File: src/rtl/sv_combiner.sv
`default_nettype none
// ============================================================================
//  Module      : sv_combiner
//  Description : Sums NCHAN complex satellite channel samples, adds complex
//                pseudo-Gaussian noise from two Galois LFSRs, and saturates
//                the result to a 16-bit signed I/Q stream. Latency 4 cycles.
//  Revision    : 1.0 - initial release
// ============================================================================
module sv_combiner #(
    parameter int          NCHAN    = 8,
    parameter logic [31:0] SEED_XOR = 32'hA5A5A5A5
) (
    input  logic                  clk,
    input  logic                  reset,
    input  logic                  dv_in,
    input  logic [16*NCHAN-1:0]   real_in,
    input  logic [16*NCHAN-1:0]   imag_in,
    input  logic [15:0]           noise_gain,
    input  logic [31:0]           noise_seed,
    output logic                  dv_out,
    output logic [15:0]           real_out,
    output logic [15:0]           imag_out,
    output logic [15:0]           sat_count
);

    localparam int          c_SUM_W = 16 + $clog2(NCHAN);
    localparam int          c_ACC_W = ((c_SUM_W > 17) ? c_SUM_W : 17) + 1;
    localparam logic [31:0] c_POLY  = 32'h80200003;
    localparam logic signed [c_ACC_W-1:0] c_MAX = c_ACC_W'(32767);
    localparam logic signed [c_ACC_W-1:0] c_MIN = c_ACC_W'(-32768);

    // One Galois step: shift right, fold the polynomial in when a 1 drops out
    function automatic logic [31:0] lfsr_step(input logic [31:0] s);
        return (s >> 1) ^ (s[0] ? c_POLY : 32'h0);
    endfunction

    // An all-zero state would lock the LFSR, so it is forced to 1
    function automatic logic [31:0] seed_fix(input logic [31:0] s);
        return (s == 32'h0) ? 32'h1 : s;
    endfunction

    // Sum of the four bytes as signed values: a cheap bell-shaped noise sample
    function automatic logic signed [9:0] byte_sum(input logic [31:0] s);
        logic signed [9:0] acc;
        acc = '0;
        for (int i = 0; i < 4; i++) begin
            acc = acc + 10'($signed(s[8*i +: 8]));
        end
        return acc;
    endfunction

    logic [31:0]                 r_lfsr_a;
    logic [31:0]                 r_lfsr_b;
    logic [3:0]                  r_dv;

    logic [16*NCHAN-1:0]         r_re1;
    logic [16*NCHAN-1:0]         r_im1;
    logic signed [9:0]           r_na1;
    logic signed [9:0]           r_nb1;
    logic [15:0]                 r_gain1;

    logic signed [c_SUM_W-1:0]   w_sum_re;
    logic signed [c_SUM_W-1:0]   w_sum_im;
    logic signed [26:0]          w_prod_a;
    logic signed [26:0]          w_prod_b;
    logic signed [c_SUM_W-1:0]   r_sum_re2;
    logic signed [c_SUM_W-1:0]   r_sum_im2;
    logic signed [16:0]          r_nz_re2;
    logic signed [16:0]          r_nz_im2;

    logic signed [c_ACC_W-1:0]   r_acc_re3;
    logic signed [c_ACC_W-1:0]   r_acc_im3;

    logic                        w_hi_re, w_lo_re, w_hi_im, w_lo_im;
    logic [15:0]                 w_sat_re;
    logic [15:0]                 w_sat_im;
    logic [15:0]                 r_real4;
    logic [15:0]                 r_imag4;
    logic [15:0]                 r_sat_cnt;

    // Noise LFSRs: seeded during reset, consumed only by valid samples
    always_ff @(posedge clk) begin
        if (reset) begin
            r_lfsr_a <= seed_fix(noise_seed);
            r_lfsr_b <= seed_fix(noise_seed ^ SEED_XOR);
        end else if (dv_in) begin
            r_lfsr_a <= lfsr_step(r_lfsr_a);
            r_lfsr_b <= lfsr_step(r_lfsr_b);
        end
    end

    // Valid strobe travels alongside the data through four stages
    always_ff @(posedge clk) begin
        if (reset) r_dv <= '0;
        else       r_dv <= {r_dv[2:0], dv_in};
    end

    // S1: capture channel samples, gain and pre-advance noise byte sums
    always_ff @(posedge clk) begin
        if (reset) begin
            r_re1   <= '0;
            r_im1   <= '0;
            r_na1   <= '0;
            r_nb1   <= '0;
            r_gain1 <= '0;
        end else begin
            r_re1   <= real_in;
            r_im1   <= imag_in;
            r_na1   <= byte_sum(r_lfsr_a);
            r_nb1   <= byte_sum(r_lfsr_b);
            r_gain1 <= noise_gain;
        end
    end

    // Full-width channel adder tree plus noise scaling by the unsigned gain
    always_comb begin
        w_sum_re = '0;
        w_sum_im = '0;
        for (int k = 0; k < NCHAN; k++) begin
            w_sum_re = w_sum_re + c_SUM_W'($signed(r_re1[16*k +: 16]));
            w_sum_im = w_sum_im + c_SUM_W'($signed(r_im1[16*k +: 16]));
        end
        w_prod_a = 27'(r_na1) * 27'($signed({1'b0, r_gain1}));
        w_prod_b = 27'(r_nb1) * 27'($signed({1'b0, r_gain1}));
    end

    // S2: register channel sums and the 17-bit noise terms (product >> 10)
    always_ff @(posedge clk) begin
        if (reset) begin
            r_sum_re2 <= '0;
            r_sum_im2 <= '0;
            r_nz_re2  <= '0;
            r_nz_im2  <= '0;
        end else begin
            r_sum_re2 <= w_sum_re;
            r_sum_im2 <= w_sum_im;
            r_nz_re2  <= 17'(w_prod_a >>> 10);
            r_nz_im2  <= 17'(w_prod_b >>> 10);
        end
    end

    // S3: add noise in an accumulator wide enough that nothing overflows
    always_ff @(posedge clk) begin
        if (reset) begin
            r_acc_re3 <= '0;
            r_acc_im3 <= '0;
        end else begin
            r_acc_re3 <= c_ACC_W'(r_sum_re2) + c_ACC_W'(r_nz_re2);
            r_acc_im3 <= c_ACC_W'(r_sum_im2) + c_ACC_W'(r_nz_im2);
        end
    end

    // Clamp each component to the 16-bit signed range
    always_comb begin
        w_hi_re  = (r_acc_re3 > c_MAX);
        w_lo_re  = (r_acc_re3 < c_MIN);
        w_hi_im  = (r_acc_im3 > c_MAX);
        w_lo_im  = (r_acc_im3 < c_MIN);
        w_sat_re = w_hi_re ? 16'h7FFF : (w_lo_re ? 16'h8000 : r_acc_re3[15:0]);
        w_sat_im = w_hi_im ? 16'h7FFF : (w_lo_im ? 16'h8000 : r_acc_im3[15:0]);
    end

    // S4: output registers and clip counter, counting valid samples only
    always_ff @(posedge clk) begin
        if (reset) begin
            r_real4   <= '0;
            r_imag4   <= '0;
            r_sat_cnt <= '0;
        end else begin
            r_real4 <= w_sat_re;
            r_imag4 <= w_sat_im;
            if (r_dv[2] && (w_hi_re || w_lo_re || w_hi_im || w_lo_im) &&
                (r_sat_cnt != 16'hFFFF)) begin
                r_sat_cnt <= r_sat_cnt + 16'd1;
            end
        end
    end

    assign dv_out    = r_dv[3];
    assign real_out  = r_real4;
    assign imag_out  = r_imag4;
    assign sat_count = r_sat_cnt;

endmodule
`default_nettype wire

File: config.mk
export PLATFORM = sky130hd
export DESIGN_NAME = sv_combiner
export DESIGN_NICKNAME = d
export VERILOG_FILES = /design/src/rtl/sv_combiner.sv
export SDC_FILE = /design/constraint.sdc
export NUM_CORES = 2
export LEC_CHECK = 0
export ABC_AREA = 1
export BUFFER_PORTS_ARGS = -buffer_cell sky130_fd_sc_hd__buf_2
export CELL_PAD_IN_SITES_DETAIL_PLACEMENT = 0
export CELL_PAD_IN_SITES_GLOBAL_PLACEMENT = 1
export CORE_MARGIN = 1
export CORE_UTILIZATION = 46
export DETAILED_ROUTE_END_ITERATION = 6
export HOLD_SLACK_MARGIN = 0.08
export PLACE_DENSITY_LB_ADDON = 0.1
export SLEW_MARGIN = 15
export SYNTH_ARGS = -nofsm -noshare
export SYNTH_HDL_FRONTEND = slang
export SYNTH_SLANG_ARGS = --single-unit
export TNS_END_PERCENT = 30
File: constraint.sdc
create_clock -name clk -period 5.5 [get_ports clk]
set_clock_uncertainty 0.2 [all_clocks]
set_input_delay 0 -clock clk [delete_from_list [all_inputs] [get_ports clk]]
set_output_delay 0 -clock clk [all_outputs]
set_load 0.02 [all_outputs]
=== After elaboration in Yosys (flattened, before gate mapping) ===
Cells that the tools add are included.

* Flip-flop bits (word level): 520
* Logic and storage cells: 74
* Output and inout bits: 49
* Input bits: 307

* Bitwise logic cells: 3
* $lt $le $gt $ge: 4
* Eq/ne operators: 1
* Multiply operators: 2
* Add/sub/neg operators: 23
* Reduce and logical (&&, ||, !) cells: 10
* Muxes and demuxes: 12

{| class="wikitable"
|+ Operators by type and width
! cell !! number
|-
| two-way mux 32 bit || 8
|-
| adder 19 x 16 -> 19 bit || 8
|-
| zero test 32 bit || 2
|-
| XOR 31 x 32 -> 32 bit || 2
|-
| multiplier 10 x 17 -> 27 bit || 2
|-
| adder 19 x 17 -> 20 bit || 2
|-
| > comparator 20 x 16 -> 1 bit, second input constant || 2
|-
| less-than comparator 20 x 16 -> 1 bit, second input constant || 2
|-
| adder 18 x 16 -> 19 bit || 2
|-
| adder 17 x 16 -> 18 bit || 2
|-
| adder 16 x 16 -> 17 bit || 2
|-
| two-way mux 16 bit || 2
|-
| two-way mux 15 bit || 2
|-
| adder 10 x 8 -> 10 bit || 2
|-
| adder 9 x 8 -> 10 bit || 2
|-
| adder 8 x 8 -> 9 bit || 2
|-
| adder 16 x 1 -> 16 bit, second input constant || 1
|-
| inequality test 16 bit, second input constant || 1
|-
| NOT 16 bit || 1
|-
| OR reduction 2 bit || 2
|-
| logical OR 1 bit || 3
|-
| logical AND 1 bit || 2
|-
| nonzero test 2 bit || 1
|}

=== Longest topological paths before layout ===
* Word-level depth: 7
* Gate-level depth with buffers: 25
* Depth with buffers taken out: 23

=== Worst setup path before layout ===
No wires, ideal clock.

* Kind: register -> register
* From: reg r_gain1[9]
* To: reg r_nz_im2[12]
* Cell stages (with the launch flop): 22
* Data arrival time: 4655 ps
* Library setup time: 113 ps
* Path buffers: 2
* Required time: 5187 ps
* Clock period less this slack: 4968 ps
* Setup slack: 532 ps
* Cell sequence: dfxtp_1 clkbuf_1 buf_1 nand2_1 fa_1 inv_1 fa_1 inv_1 fa_1 fa_1 fa_1 inv_1 ha_1 nand2_1 inv_1 nand2_1 nor3_1 nand3_1 nand3_1 nand2_1 nand2_1 nor2_1

* Word-level cells in the longest chain between the ends: 1

{| class="wikitable"
|+ Ends and longest elaborated chain
! element !! line !! text
|-
| start: declaration || 60 || <nowiki>logic [15:0] r_gain1;</nowiki>
|-
| start signal: assignment || 111 || <nowiki>r_gain1 <= noise_gain;</nowiki>
|-
| multiplier 10 x 17 -> 27 bit || 124 || <nowiki>w_prod_b = 27'(r_nb1) * 27'($signed({1'b0, r_gain1}));</nowiki>
|-
| end signal: assignment || 138 || <nowiki>r_nz_im2 <= 17'(w_prod_b >>> 10);</nowiki>
|-
| end: declaration || 69 || <nowiki>logic signed [16:0] r_nz_im2;</nowiki>
|}

No other way between the ends.
A chain may end at the register's enable or synchronous reset.

=== Worst setup path in the final report ===
* From: reg r_nb1[6]
* To: reg r_nz_im2[16]

* Word-level cells in the longest chain between the ends: 1

{| class="wikitable"
|+ Ends and longest elaborated chain
! element !! line !! text
|-
| start: declaration || 59 || <nowiki>logic signed [9:0] r_nb1;</nowiki>
|-
| start signal: assignment || 110 || <nowiki>r_nb1 <= byte_sum(r_lfsr_b);</nowiki>
|-
| multiplier 10 x 17 -> 27 bit || 124 ||
|}

No other way between the ends.

==> flow_summary.json <==
{
  "grt.overflow.total": 0,
  "gp_congestion": 0.897,
  "wire_per_inst_um": 17.0,
  "synth-simple-area-share_pct": 19.0,
  "initial_core_util_pct": 46.5,
  "worstMarginPinSlew_ps": 1150,
  "grt_pass1_wl_mm": 185,
  "path_class": "flip-flop to flip-flop",
  "yosys.area.top_type_share_pct": 24.4,
  "pre_cts_slack_ps": 230,
  "layout_setup_ws_ps": 274,
  "drive_gt1_share_pct": 8.92,
  "die_width_um": 287,
  "maxCapViolations": 0,
  "synth.yosys.warnings": 0,
  "netlist_top_cells_count": "inv_1, nand2_1, nor2_1",
  "cts_tree": "done",
  "r2r_slack_ps": 270,
  "io_pins": 356,
  "clkTransAtPathRegs_ps": 60,
  "drt_wl_total_mm": 118,
  "fin_util_pct": 62.3,
  "min_period_ps": 5230,
  "ys_seq_elements": 520,
  "muxShareOfSynthArea_pct": 0,
  "grt_pass1_vias": 35276,
  "fmax_ghz": 0.191,
  "die_h_um": 287,
  "rows": 104,
  "place_hpwl_mm": 76.5,
  "synth_compound_area_share_pct": 5.42,
  "synthDistinctLibCells": 41,
  "core_region_area_um2": 80500,
  "port_buffers": 355,
  "via_per_inst": 4.84,
  "finalSetupViolations": 0,
  "power_mw": 22.4,
  "syn_avg_cell_area_um2": 7.92,
  "ant_nets": 0,
  "r2r_end": "r_nz_im2[16]",
  "clk_path_buf_depth": 3,
  "die_area_um2": 82600,
  "syn-num-nets": 5734,
  "pwr-share-seq_pct": 22.8,
  "drt_iter0_drc": 2050,
  "status": "finished clean",
  "drv_slew": 0,
  "r2r_cells": 20,
  "clk_latency_ps": 640,
  "synthXorXnorAreaFrac_pct": 0.538,
  "synthCells": 4728,
  "synth.most_common_cell": "inv_1",
  "power.share.combinational_pct": 59.4,
  "synthArstFlopShare_pct": 0,
  "cp_max_fo": 8,
  "whs_path_depth": 3,
  "dr.pass1.iters": 6,
  "seq_area_frac_synth_pct": 29.5,
  "numCtsBuffers": 59,
  "globalRouteTotalUtil_pct": 28.6,
  "p_leak_nw": 26.5,
  "synth-edff-count": 64,
  "peakVddDrop_mv": 0.288,
  "synth_top_family_by_area": "adder cells",
  "num_vias": 33628,
  "power_density_nw_per_um2": 447,
  "area_growth_pct": 33.9,
  "yosys.area_share.adder_pct": 32.4,
  "drc": 0,
  "relSlewSlack_pct": 23.4,
  "critical_path_required_ps": 5820,
  "internal-power_mw": 11.7,
  "setup_tns_ps": 0,
  "min_path_type": "primary input to flip-flop",
  "fin_crit_sh_pct": 95.0,
  "startpoint": "r_nb1[6]",
  "rsz0062_at_grt": "no",
  "yosysTopAreaCell": "dfxtp_1",
  "cts_root_buf": "clkbuf_16",
  "grt_max_degree": 195,
  "fin_nets": 6834,
  "startpoint_type": "flip-flop",
  "pwr-share-clk_pct": 17.8,
  "synth_flop_cell": "dfxtp_1",
  "post-cts-setup-buffer-count": 0,
  "reg2reg_from": "r_nb1[6]",
  "netlist_area_um2": 37500,
  "synth.area.top_cells": "dfxtp_1, fa_1, inv_1, nand2_1, ha_1",
  "sw_frac_of_total_pct": 47.7,
  "crit_arrival_ps": 5550,
  "worstSetupEndpoint": "r_nz_im2[16]",
  "end_kind": "flip-flop",
  "ctsHtreeMaxLevel": 2,
  "antenna_found_initial": 6,
  "switchingPower_mw": 10.7,
  "hold_violations": 0,
  "cts_sinks": 520
}
## repair_timing
action / in CTS / in global routing
endpoints found under the hold margin: 356 / 0
endpoints found under the setup margin: 0 / 14
hold buffers: 764 / 0
resized for setup: 0 / 7
## cells by family after synthesis
kind of cell	Yosys count
DFF	520
and+or+nand+nor	1796
xor gates and xnor gates	23
adders and majority gates	699
buffers and inverters	1304
AOI/OAI and AO/OA	386
## metal layers
| metal | GRT usage, % | vias up | share of wire (%) |
|---|---|---|---|
| li1 | - | 16157 | - |
| met3 | 4.19 | 292 | 5.0 |
| met4 | 11.9 | 0 | 4.3 |
| met2 | 48.4 | 1039 | 48 |
| met5 | 0 | - | 0 |
| met1 | 36.4 | 16140 | 43 |
## area by class of cell
cell class | instances | area, µm²
Clock inverter | 26 | 294
Antenna cell | 11 | 27.5
Inverter | 1170 | 4400
Fill cell | 6616 | 30400
Clock buffer | 80 | 1660
Sequential cell | 520 | 11100
Tap cell | 1060 | 1330
Timing Repair Buffer | 1173 | 9880
Multi-Input combinational cell | 2904 | 21500
## state kept, by name, indices dropped and copies added (netlist names), 17 cells and up
register	count
r_re1	128
r_lfsr_a	32
r_im1	128
r_nz_re2	17
r_acc_re3	20
r_nz_im2	17
r_sum_im2	19
r_sum_re2	19
r_acc_im3	20
r_lfsr_b	32
## how the worst min path moves through the flow
stage / start / endpoint
final: noise_seed[13] / r_lfsr_b[13]
after global routing: noise_seed[13] / r_lfsr_b[13]
after global placement: noise_gain[4] / r_gain1[4]
after detailed placement: real_in[70] / r_re1[70]
after floorplan: noise_gain[0] / r_gain1[0]
after CTS: noise_seed[9] / r_lfsr_b[9]
## critical path: stages (launching register included)
cell and delay, ps:
dfxtp_1 640, buf_4 210, nand2_1 50, inv_1 80, fa_1 440, fa_1 590
fa_1 430, fa_1 490, inv_1 50, fa_1 480, inv_1 40, ha_1 340
nand2_1 160, nor2_1 180, inv_1 70, nor2_1 160, and2_1 150, nand2_1 90
nand3_1 80, nor2b_1 120, nor2_1 50
## power groups by stage
| stage | clock [mW] | combinational, mW | sequential (mW) |
|---|---|---|---|
| after CTS | 4.03 | 13.3 | 5.09 |
| after floorplan | 0 | 9.21 | 4.95 |
| after global placement | 0 | 12.7 | 5.16 |
| final | 3.99 | 13.3 | 5.11 |
| after detailed placement | 0 | 12.7 | 5.16 |
| after global routing | 4.21 | 15.3 | 5.16 |
## through the flow
stage	cells	hold slack (ps)	instance area, µm²
after floorplan	4728	-93.0	37500
after global placement	6063	3.80	40500
after detailed placement	6063	4.86	40500
after CTS	6933	82.5	50100
after global routing	6939	117	50100
final	6944	131	50100
## cells in the final DEF, fill, tap and decap left out, types with 4 or more instances in the layout
cell type / n
nand2_1: 953
ha_1: 245
clkinv_2: 7
clkbuf_16: 59
dlygate4sd3_1: 764
fa_1: 454
a21oi_1: 218
clkbuf_1: 11
buf_4: 51
o21bai_1: 9
inv_6: 6
and2_1: 9
dfxtp_1: 450
a31oi_1: 9
xor2_1: 13
edfxtp_1: 64
dfxtp_2: 6
o21ai_0: 125
nor3_1: 33
a21o_1: 8
nand3_1: 122
clkbuf_8: 10
o21a_1: 5
clkinvlp_4: 7
inv_1: 1168
nand4_1: 27
nor4_1: 9
nor2_1: 626
diode_2: 11
xnor2_1: 10
a21boi_0: 4
buf_2: 354
Note: power is estimated with default switching activity, not from simulation.
